`src/rtl/control_unit_seq.sv`:
```
// ID-stage control unit: decodes {mode, opCode, s} into a registered ID/EX bundle
// and sequences multi-cycle MEM (ready/timeout) and MUL (fixed latency) ops.
module control_unit_seq #(
  parameter int CMD_W       = 4,
  parameter int ENABLE_MUL  = 1,
  parameter int MUL_LATENCY = 3,
  parameter int MEM_TIMEOUT = 15
) (
  input  logic             clk,
  input  logic             rst_n,
  input  logic             instr_valid,
  input  logic [1:0]       mode,
  input  logic [3:0]       opCode,
  input  logic             s,
  input  logic             hazard,
  input  logic             flush,
  input  logic             mem_ready,
  output logic             WB_EN,
  output logic             MEM_R_EN,
  output logic             MEM_W_EN,
  output logic             B,
  output logic             S,
  output logic [CMD_W-1:0] EXE_CMD,
  output logic             out_valid,
  output logic             freeze,
  output logic             illegal,
  output logic             mem_err
);

  // state       | meaning
  // ST_DECODE   | accepting instructions, bundle reloads every edge
  // ST_MEM_WAIT | memory access outstanding, bundle held until ready/timeout
  // ST_MUL_BUSY | multiply occupying the stage, bundle held until count expires
  typedef enum logic [1:0] {ST_DECODE, ST_MEM_WAIT, ST_MUL_BUSY} state_t;

  localparam int WCNT_W = $clog2(MEM_TIMEOUT + 1);
  localparam int MCNT_W = (MUL_LATENCY > 2) ? $clog2(MUL_LATENCY - 1) : 1;

  state_t              state_q, state_d;
  logic [WCNT_W-1:0]   wcnt_q, wcnt_d, wcnt_inc;
  logic [MCNT_W-1:0]   mcnt_q, mcnt_d;
  logic                wb_q, wb_d, mr_q, mr_d, mw_q, mw_d, b_q, b_d, s_q, s_d;
  logic [CMD_W-1:0]    cmd_q, cmd_d;
  logic                ov_q, ov_d, ill_q, ill_d, merr_q, merr_d;

  logic                dec_ok, dec_wb, dec_mr, dec_mw, dec_b, dec_s, dec_mem, dec_mul;
  logic [3:0]          dec_cmd;

  always_comb begin
    dec_ok  = 1'b1;
    dec_wb  = 1'b0;
    dec_mr  = 1'b0;
    dec_mw  = 1'b0;
    dec_b   = 1'b0;
    dec_s   = 1'b0;
    dec_mem = 1'b0;
    dec_mul = 1'b0;
    dec_cmd = 4'd0;
    case (mode)
      2'd0: begin
        dec_wb = 1'b1;
        dec_s  = s;
        case (opCode)
          4'd13:   dec_cmd = 4'd1;
          4'd15:   dec_cmd = 4'd9;
          4'd4:    dec_cmd = 4'd2;
          4'd5:    dec_cmd = 4'd3;
          4'd2:    dec_cmd = 4'd4;
          4'd6:    dec_cmd = 4'd5;
          4'd0:    dec_cmd = 4'd6;
          4'd12:   dec_cmd = 4'd7;
          4'd1:    dec_cmd = 4'd8;
          4'd10:   begin dec_cmd = 4'd4; dec_wb = 1'b0; dec_s = 1'b1; end
          4'd8:    begin dec_cmd = 4'd6; dec_wb = 1'b0; dec_s = 1'b1; end
          default: dec_ok = 1'b0;
        endcase
      end
      2'd1: begin
        dec_mem = 1'b1;
        dec_cmd = 4'd2;
        dec_s   = s;
        dec_mr  = s;
        dec_wb  = s;
        dec_mw  = ~s;
      end
      2'd2: dec_b = 1'b1;
      default: begin
        if (ENABLE_MUL != 0) begin
          dec_mul = 1'b1;
          dec_cmd = 4'd10;
          dec_wb  = 1'b1;
          dec_s   = s;
        end else begin
          dec_ok = 1'b0;
        end
      end
    endcase
  end

  assign wcnt_inc = wcnt_q + WCNT_W'(1);

  always_comb begin
    state_d = state_q;
    wcnt_d  = wcnt_q;
    mcnt_d  = mcnt_q;
    wb_d    = wb_q;
    mr_d    = mr_q;
    mw_d    = mw_q;
    b_d     = b_q;
    s_d     = s_q;
    cmd_d   = cmd_q;
    ov_d    = ov_q;
    ill_d   = 1'b0;
    merr_d  = 1'b0;
    if (flush || state_q == ST_DECODE ||
        (state_q == ST_MEM_WAIT && (mem_ready || wcnt_inc == WCNT_W'(MEM_TIMEOUT)))) begin
      // Every path that leaves or sits in DECODE starts from a bubble.
      {wb_d, mr_d, mw_d, b_d, s_d, ov_d} = '0;
      cmd_d = '0;
    end
    if (flush) begin
      state_d = ST_DECODE;
      wcnt_d  = '0;
      mcnt_d  = '0;
    end else begin
      case (state_q)
        ST_DECODE: begin
          if (instr_valid && !hazard) begin
            if (dec_ok) begin
              {wb_d, mr_d, mw_d, b_d, s_d} = {dec_wb, dec_mr, dec_mw, dec_b, dec_s};
              cmd_d = CMD_W'(dec_cmd);
              ov_d  = 1'b1;
              if (dec_mem) begin
                state_d = ST_MEM_WAIT;
                wcnt_d  = '0;
              end
              if (dec_mul && MUL_LATENCY > 1) begin
                state_d = ST_MUL_BUSY;
                mcnt_d  = MCNT_W'(MUL_LATENCY - 2);
              end
            end else begin
              ill_d = 1'b1;
            end
          end
        end
        ST_MEM_WAIT: begin
          if (mem_ready) begin
            state_d = ST_DECODE;
            wcnt_d  = '0;
          end else if (wcnt_inc == WCNT_W'(MEM_TIMEOUT)) begin
            state_d = ST_DECODE;
            wcnt_d  = '0;
            merr_d  = 1'b1;
          end else begin
            wcnt_d = wcnt_inc;
          end
        end
        ST_MUL_BUSY: begin
          if (mcnt_q == '0) state_d = ST_DECODE;
          else              mcnt_d  = mcnt_q - MCNT_W'(1);
        end
        default: state_d = ST_DECODE;
      endcase
    end
  end

  always_ff @(posedge clk) begin
    if (!rst_n) begin
      state_q <= ST_DECODE;
      wcnt_q  <= '0;
      mcnt_q  <= '0;
      wb_q    <= 1'b0;
      mr_q    <= 1'b0;
      mw_q    <= 1'b0;
      b_q     <= 1'b0;
      s_q     <= 1'b0;
      cmd_q   <= '0;
      ov_q    <= 1'b0;
      ill_q   <= 1'b0;
      merr_q  <= 1'b0;
    end else begin
      state_q <= state_d;
      wcnt_q  <= wcnt_d;
      mcnt_q  <= mcnt_d;
      wb_q    <= wb_d;
      mr_q    <= mr_d;
      mw_q    <= mw_d;
      b_q     <= b_d;
      s_q     <= s_d;
      cmd_q   <= cmd_d;
      ov_q    <= ov_d;
      ill_q   <= ill_d;
      merr_q  <= merr_d;
    end
  end

  assign WB_EN     = wb_q;
  assign MEM_R_EN  = mr_q;
  assign MEM_W_EN  = mw_q;
  assign B         = b_q;
  assign S         = s_q;
  assign EXE_CMD   = cmd_q;
  assign out_valid = ov_q;
  assign illegal   = ill_q;
  assign mem_err   = merr_q;
  assign freeze    = (state_q != ST_DECODE);

endmodule

```
`config.mk`:
```
export PLATFORM = sky130hd
export DESIGN_NAME = control_unit_seq
export DESIGN_NICKNAME = d
export VERILOG_FILES = /design/src/rtl/control_unit_seq.sv
export SDC_FILE = /design/constraint.sdc
export NUM_CORES = 1
export LEC_CHECK = 0
export CAP_MARGIN = 40
export CORE_ASPECT_RATIO = 2
export CORE_MARGIN = 8
export CORE_UTILIZATION = 28
export CTS_CLUSTER_SIZE = 30
export DETAILED_ROUTE_END_ITERATION = 12
export GPL_TIMING_DRIVEN = 0
export SLEW_MARGIN = 20
export SYNTH_ARGS = -nofsm -noshare
export SYNTH_HDL_FRONTEND = slang
export SYNTH_SLANG_ARGS = --single-unit
```
`constraint.sdc`:
```
create_clock -name clk -period 3.5 [get_ports clk]
set_input_delay 0.525 -clock clk [delete_from_list [all_inputs] [get_ports clk]]
set_output_delay 0.525 -clock clk [all_outputs]
set_load 0.05 [all_outputs]
```
# ---- After elaboration in Yosys (flattened, before gate mapping)
# Index checks and enable logic that the tools add are counted.
dict set report word_totals {
  output_inout_bits 13
  input_bits 13
  elab_cells 132
  regBits 19
}
dict set report classes {
  bitwise 5
  n_addsub 2
  reduce_logical 23
  muxes 68
  n_eq_ne 22
}
# cell count
set ops {}
lappend ops {{$mux 1} 44}
lappend ops {{$mux 4} 10}
lappend ops {{$pmux 4 s9} 1}
lappend ops {{$eq 4x4->1 const B} 6}
lappend ops {{$mux 2} 7}
lappend ops {{$eq 4x3->1 const B} 3}
lappend ops {{$pmux 4 s3} 1}
lappend ops {{$reduce_or 11->1} 1}
lappend ops {{$ne 2x2->1 const B} 4}
lappend ops {{$pmux 4 s2} 1}
lappend ops {{$reduce_and 4->1} 2}
lappend ops {{$reduce_or 2->1} 4}
lappend ops {{$reduce_or 4->1} 2}
lappend ops {{$pmux 2 s3} 1}
lappend ops {{$reduce_bool 2->1} 3}
lappend ops {{$not 1->1} 5}
lappend ops {{$reduce_and 5->1} 1}
lappend ops {{$add 4x1->4 const B} 1}
lappend ops {{$eq 2x1->1 const B} 2}
lappend ops {{$eq 2x2->1 const B} 2}
lappend ops {{$eq 4x1->1 const B} 1}
lappend ops {{$eq 4x2->1 const B} 1}
lappend ops {{$logic_not 2->1} 2}
lappend ops {{$logic_not 4->1} 1}
lappend ops {{other kinds (10)} 14}

# ---- Depth between registers and ports, before layout
# Gate-level depths: netlist of run 1.
dict set report depth {
  ltp_word 10
  depth_mapped 7
  mapped_depth_nobuf 6
}

# ---- Worst setup path after synthesis of run 1
# No wires, ideal clock.
dict set report synth_timing {
  path_type {input to register}
  startpoint {input mode[1]}
  endpoint {register wcnt_q[2]}
  setup_ns 0.122
  arrival_time_ns 1.592
  slack_ns 1.787
  path_buffers 0
  required_time_ns 3.378
  path_stages 5
  path_cell_list {inv_1 ha_1 nor4bb_1 a221oi_2 a221o_1}
}
dict set report synth_via {
  elab_chain_len 4
  elab_cells_between_ends 7
  cone_classes {eq/ne: 3; mux: 2; reduce/logical: 2}
}
# item line
set synth_rtl {}
lappend synth_rtl {{start, declared} 12} ;# input logic [1:0] mode,
lappend synth_rtl {{$eq 2x1->1 or $logic_not 2->1 (tied branches)} 59} ;# case (mode)
lappend synth_rtl {{$mux 1, on equally long branches} n/a}
lappend synth_rtl {{$ne 2x2->1 (no line)} n/a}
lappend synth_rtl {{$reduce_and 4->1 (no line) (*)} n/a}
lappend synth_rtl {{end signal, assigned} 183} ;# wcnt_q <= wcnt_d;
lappend synth_rtl {{end, declared} 40} ;# logic [WCNT_W-1:0] wcnt_q, wcnt_d, wcnt_inc;
# Mark *: on every way between the ends. The rest lies on a longest branch, timed or not.
# A chain may end at the register's enable or synchronous reset.

# ---- Worst setup path after layout of run 1
dict set report layout_timing {
  startpoint {register state_q[1]}
  endpoint {output freeze}
}
dict set report layout_via {
  elab_chain_len 1
}
# item line
set layout_rtl {}
lappend layout_rtl {{start, declared} 39} ;# state_t state_q, state_d;
lappend layout_rtl {{start signal, assigned} 182} ;# state_q <= state_d;
lappend layout_rtl {{$reduce_bool 2->1} 206} ;# assign freeze = (state_q != ST_DECODE);
lappend layout_rtl {{end, declared} 25} ;# output logic freeze,
# Every way passes these cells.

==> results of run 1 <==
## sequential cells by signal, summed over array words and instances, names as in the netlist
| signal | flops |
|---|---|
| MEM_W_EN | 1 |
| EXE_CMD | 4 |
| mcnt_q | 1 |
| state_q | 2 |
| wcnt_q | 4 |
| WB_EN | 1 |
| mem_err | 1 |
| B | 1 |
| out_valid | 1 |
| illegal | 1 |
| S | 1 |
| MEM_R_EN | 1 |
## metal layers
layer	wire length, um	GRT usage, %
met1	1290	9.87
met2	1800	18.6
met3	142	2.17
met4	98	5.42
met5	0	0
## how the worst min path moves through the flow
stage | from | slack (ns) | to | depth (start not counted)
floorplan | mcnt_q | 0.48 | state_q[1] | 2
global placement | MEM_W_EN | 0.48 | MEM_W_EN | 2
detailed placement | EXE_CMD[0] | 0.49 | EXE_CMD[0] | 2
CTS | EXE_CMD[2] | 0.50 | EXE_CMD[2] | 2
global route | EXE_CMD[3] | 0.52 | EXE_CMD[3] | 2
finish | out_valid | 0.50 | out_valid | 2
## power breakdown
group / switching (mW) / total [mW] / internal [mW]
registers: 0.00146 / 0.219 / 0.218
clock network: 0.0778 / 0.157 / 0.0792
logic: 0.0389 / 0.0721 / 0.0332
total: 0.118 / 0.448 / 0.330
## stage by stage
step / util [%] / hold slack, ns / power (mW) / area, um^2
CTS: 38.2 / 0.499 / 0.450 / 1560
global route: 38.2 / 0.522 / 0.468 / 1560
finish: 38.2 / 0.501 / 0.448 / 1560
floorplan: - / 0.477 / 0.265 / 1200
global placement: 37.0 / 0.480 / 0.295 / 1510
detailed placement: 37.0 / 0.485 / 0.297 / 1510
## critical path, cell delays in order (launching register included)
cell and delay [ns]:
dfxtp_1 0.36, buf_2 0.22, or2_2 0.13, clkdlybuf4s50_1 0.79
## kinds of logic after synthesis
kind of cell	after synthesis	synth area share (%)
AOI/OAI and AO/OA	34	21.1
xor gates and xnor gates	1	0.731
adders and majority gates	6	6.26
buffers and inverters	14	5.01
DFF	19	31.7
muxes	1	0.939
and+or+nand+nor	59	34.2
## layout make-up
class	instances	share of cell area, %
Timing Repair Buffer	25	16.0
Clock buffer	3	2.65
Clock inverter	1	0.321
Multi-Input combinational cell	101	48.6
Tap cell	52	4.17
Sequential cell	19	24.4
Buffer	7	2.17
Inverter	7	1.68
## cells in the mapped netlist, types with 2 or more instances
master and instances:
nor3_1 4, nor2_1 6, nand4_1 3, a221o_1 2, inv_1 7, or3_1 2
and3b_1 2, nand2b_1 4, nand3b_1 3, ha_1 6, clkbuf_1 3, dfxtp_1 19
a211oi_1 3, nand3_1 5, buf_2 2, a211o_1 2, nand4b_1 11, a21oi_1 16
and4b_1 2, nand2_1 5, nor4bb_1 3
==> impl_results.md, run 1 <==
- DRT Pass-1 Iters: 4
- Worst-margin pin slew: around 0.54 ns
- Synth area leaders: dfxtp_1 (32%), nand4b_1 (8.0%), a21oi_1 (6.7%), ha_1 (6.3%), nor4bb_1 (2.5%)
- Post-DR wirelength/cell: about 15 um
- Core Area: 4090 um^2
- F_max: around 440 MHz
- Initial antenna violation count: 0
- Dpl cells: 211
- Die area: 6760 um^2
- Die W: 62.3 um
- Area delta synth->final: 30.2%
- Synth area leader: dfxtp_1
- DR vias: 1,189
- Worst skew pair latency: 0.26 ns
- Final hold vios: 0
- Vias in the first global route: around 1.2k
- Async SR Flop Fraction: 0%
- Mapped Nets: 153
- DR DRC count: 0
- Cts bufs inserted: 3
- First-pass GRT wire length: 5510 um
- Crit Path Category: flop to output pin
- CTS resizes: 0
- Vias/cell: 5.53
- Relative slew margins: 63.8%
- Detailed Route WL: 3330 um
- Share of cells above drive strength 1: 9.82%
- N_diodes: 0
- Total gr overflow: 0
- Place WS: 1.12 ns
- Worst setup path start: state_q[1]
- Largest net degree at the start of global routing: 12
- Most frequent cells in the layout: clkdlybuf4s50_1 (25), dfxtp_1 (19), a21oi_1 (16)
- Finished Layout Cells: 215
- CTS tree: done
- Synth warn: 0
- Max_cap viols: 0
- Reg clk slew, reported paths: 0.08 ns
- Most common flop cell mapped by yosys: dfxtp_1
- VDD IR max: 0.178 mV
- Cell count after synthesis: 134
- Row Count: 33
- Distinct cell type count of the synthesized netlist: 45
- CTS max path bufs: 2
- Filler Cells Inserted: about 420
- Final worst slack: 1.21 ns
- Crit start category: flop
- Final period utilization: about two thirds
- Worst R2R Setup Slack: roughly 1.7 ns
- R2R Path Start: wcnt_q[1]
- Worst reg2reg path endpoint: wcnt_q[2]
- Final Max Slew Viols: 0
- Fin crit period: 2.29 ns
- Nets: 183
- Starting Density: 29.3%
- Crit path capture: freeze
- Hold WC Path Type: flop to flop
- Seq/Total Area, Yosys: a little under a third
- Cell area after synthesis: 1200 um^2
- Unrepaired setup endpoints after global routing: false
- GRT Util Overall: between 9 and 10%
- Clock Skew: between 0.001 and 0.0015 ns
- Pwr dens: between 200 and 300 nW/um^2
- Number of synthesized flops with an enable pin: 0
- Post-route ant nets: 0
- Clk Tree Root Cell: clkbuf_8
- Most common cell after layout, fill and taps aside: clkdlybuf4s50_1
- H-tree depth: 1
- IO Count: 26
- Outcome: completed
- CP Capture Type: output pin
- Leakage: about 0.54 nW
- Die height: 109 um
- Syn avg cell area: 8.95 um^2
- WP data required: 2.97 ns
- Post-DP HPWL: roughly 2600 um
- Yosys top cell area share: 31.7%
- FF+latch count, synth: 19
- Cells on worst reg2reg path: 5
- Crit path DAT: between 1.5 and 2 ns
- Register Area: 380 um^2
- First DRT Iteration DRCs: 44
- Postcts setup bufs: 0
- Critical path peak fanout: 10
- Final setup vio count: 0
- Placer Congestion: 0.790
- Port bufs: 25
- Hold-fix buffers, CTS: 0
- Area of the multi-input gates: 758 um^2
- Setup TNS: 0 ns
- CTS sink cnt: 19
Power figures use the tool's default switching activity.
==> run 2, diff against run 1 <==
==> constraint.sdc (replaced) <==
create_clock -name clk -period 2.3 [get_ports clk]
set_input_delay 0.345 -clock clk [delete_from_list [all_inputs] [get_ports clk]]
set_output_delay 0.345 -clock clk [all_outputs]
set_load 0.05 [all_outputs]
==> results of run 2 <==
Same layout as run 1 (identical final DEF). Status: completed.
Main changes from that run: setup slack after placement 1.12 ns -> 0.105 ns; setup slack after layout 1.21 ns -> 0.194 ns; register-to-register setup slack 1.67 ns -> 0.47 ns; total power 0.448 mW -> 0.682 mW; worst IR drop on VDD 0.178 mV -> 0.271 mV
==> run 3, diff against run 2 <==
==> constraint.sdc (replaced) <==
create_clock -name clk -period 2.51 [get_ports clk]
set_input_delay 0.3765 -clock clk [delete_from_list [all_inputs] [get_ports clk]]
set_output_delay 0.3765 -clock clk [all_outputs]
set_load 0.05 [all_outputs]
==> results of run 3 <==
Same layout as run 1 (identical final DEF). Status: completed.
Main changes from that run: setup slack after placement 1.12 ns -> 0.283 ns; setup slack after layout 1.21 ns -> 0.373 ns; register-to-register setup slack 1.67 ns -> 0.68 ns; total power 0.448 mW -> 0.625 mW; worst IR drop on VDD 0.178 mV -> 0.249 mV
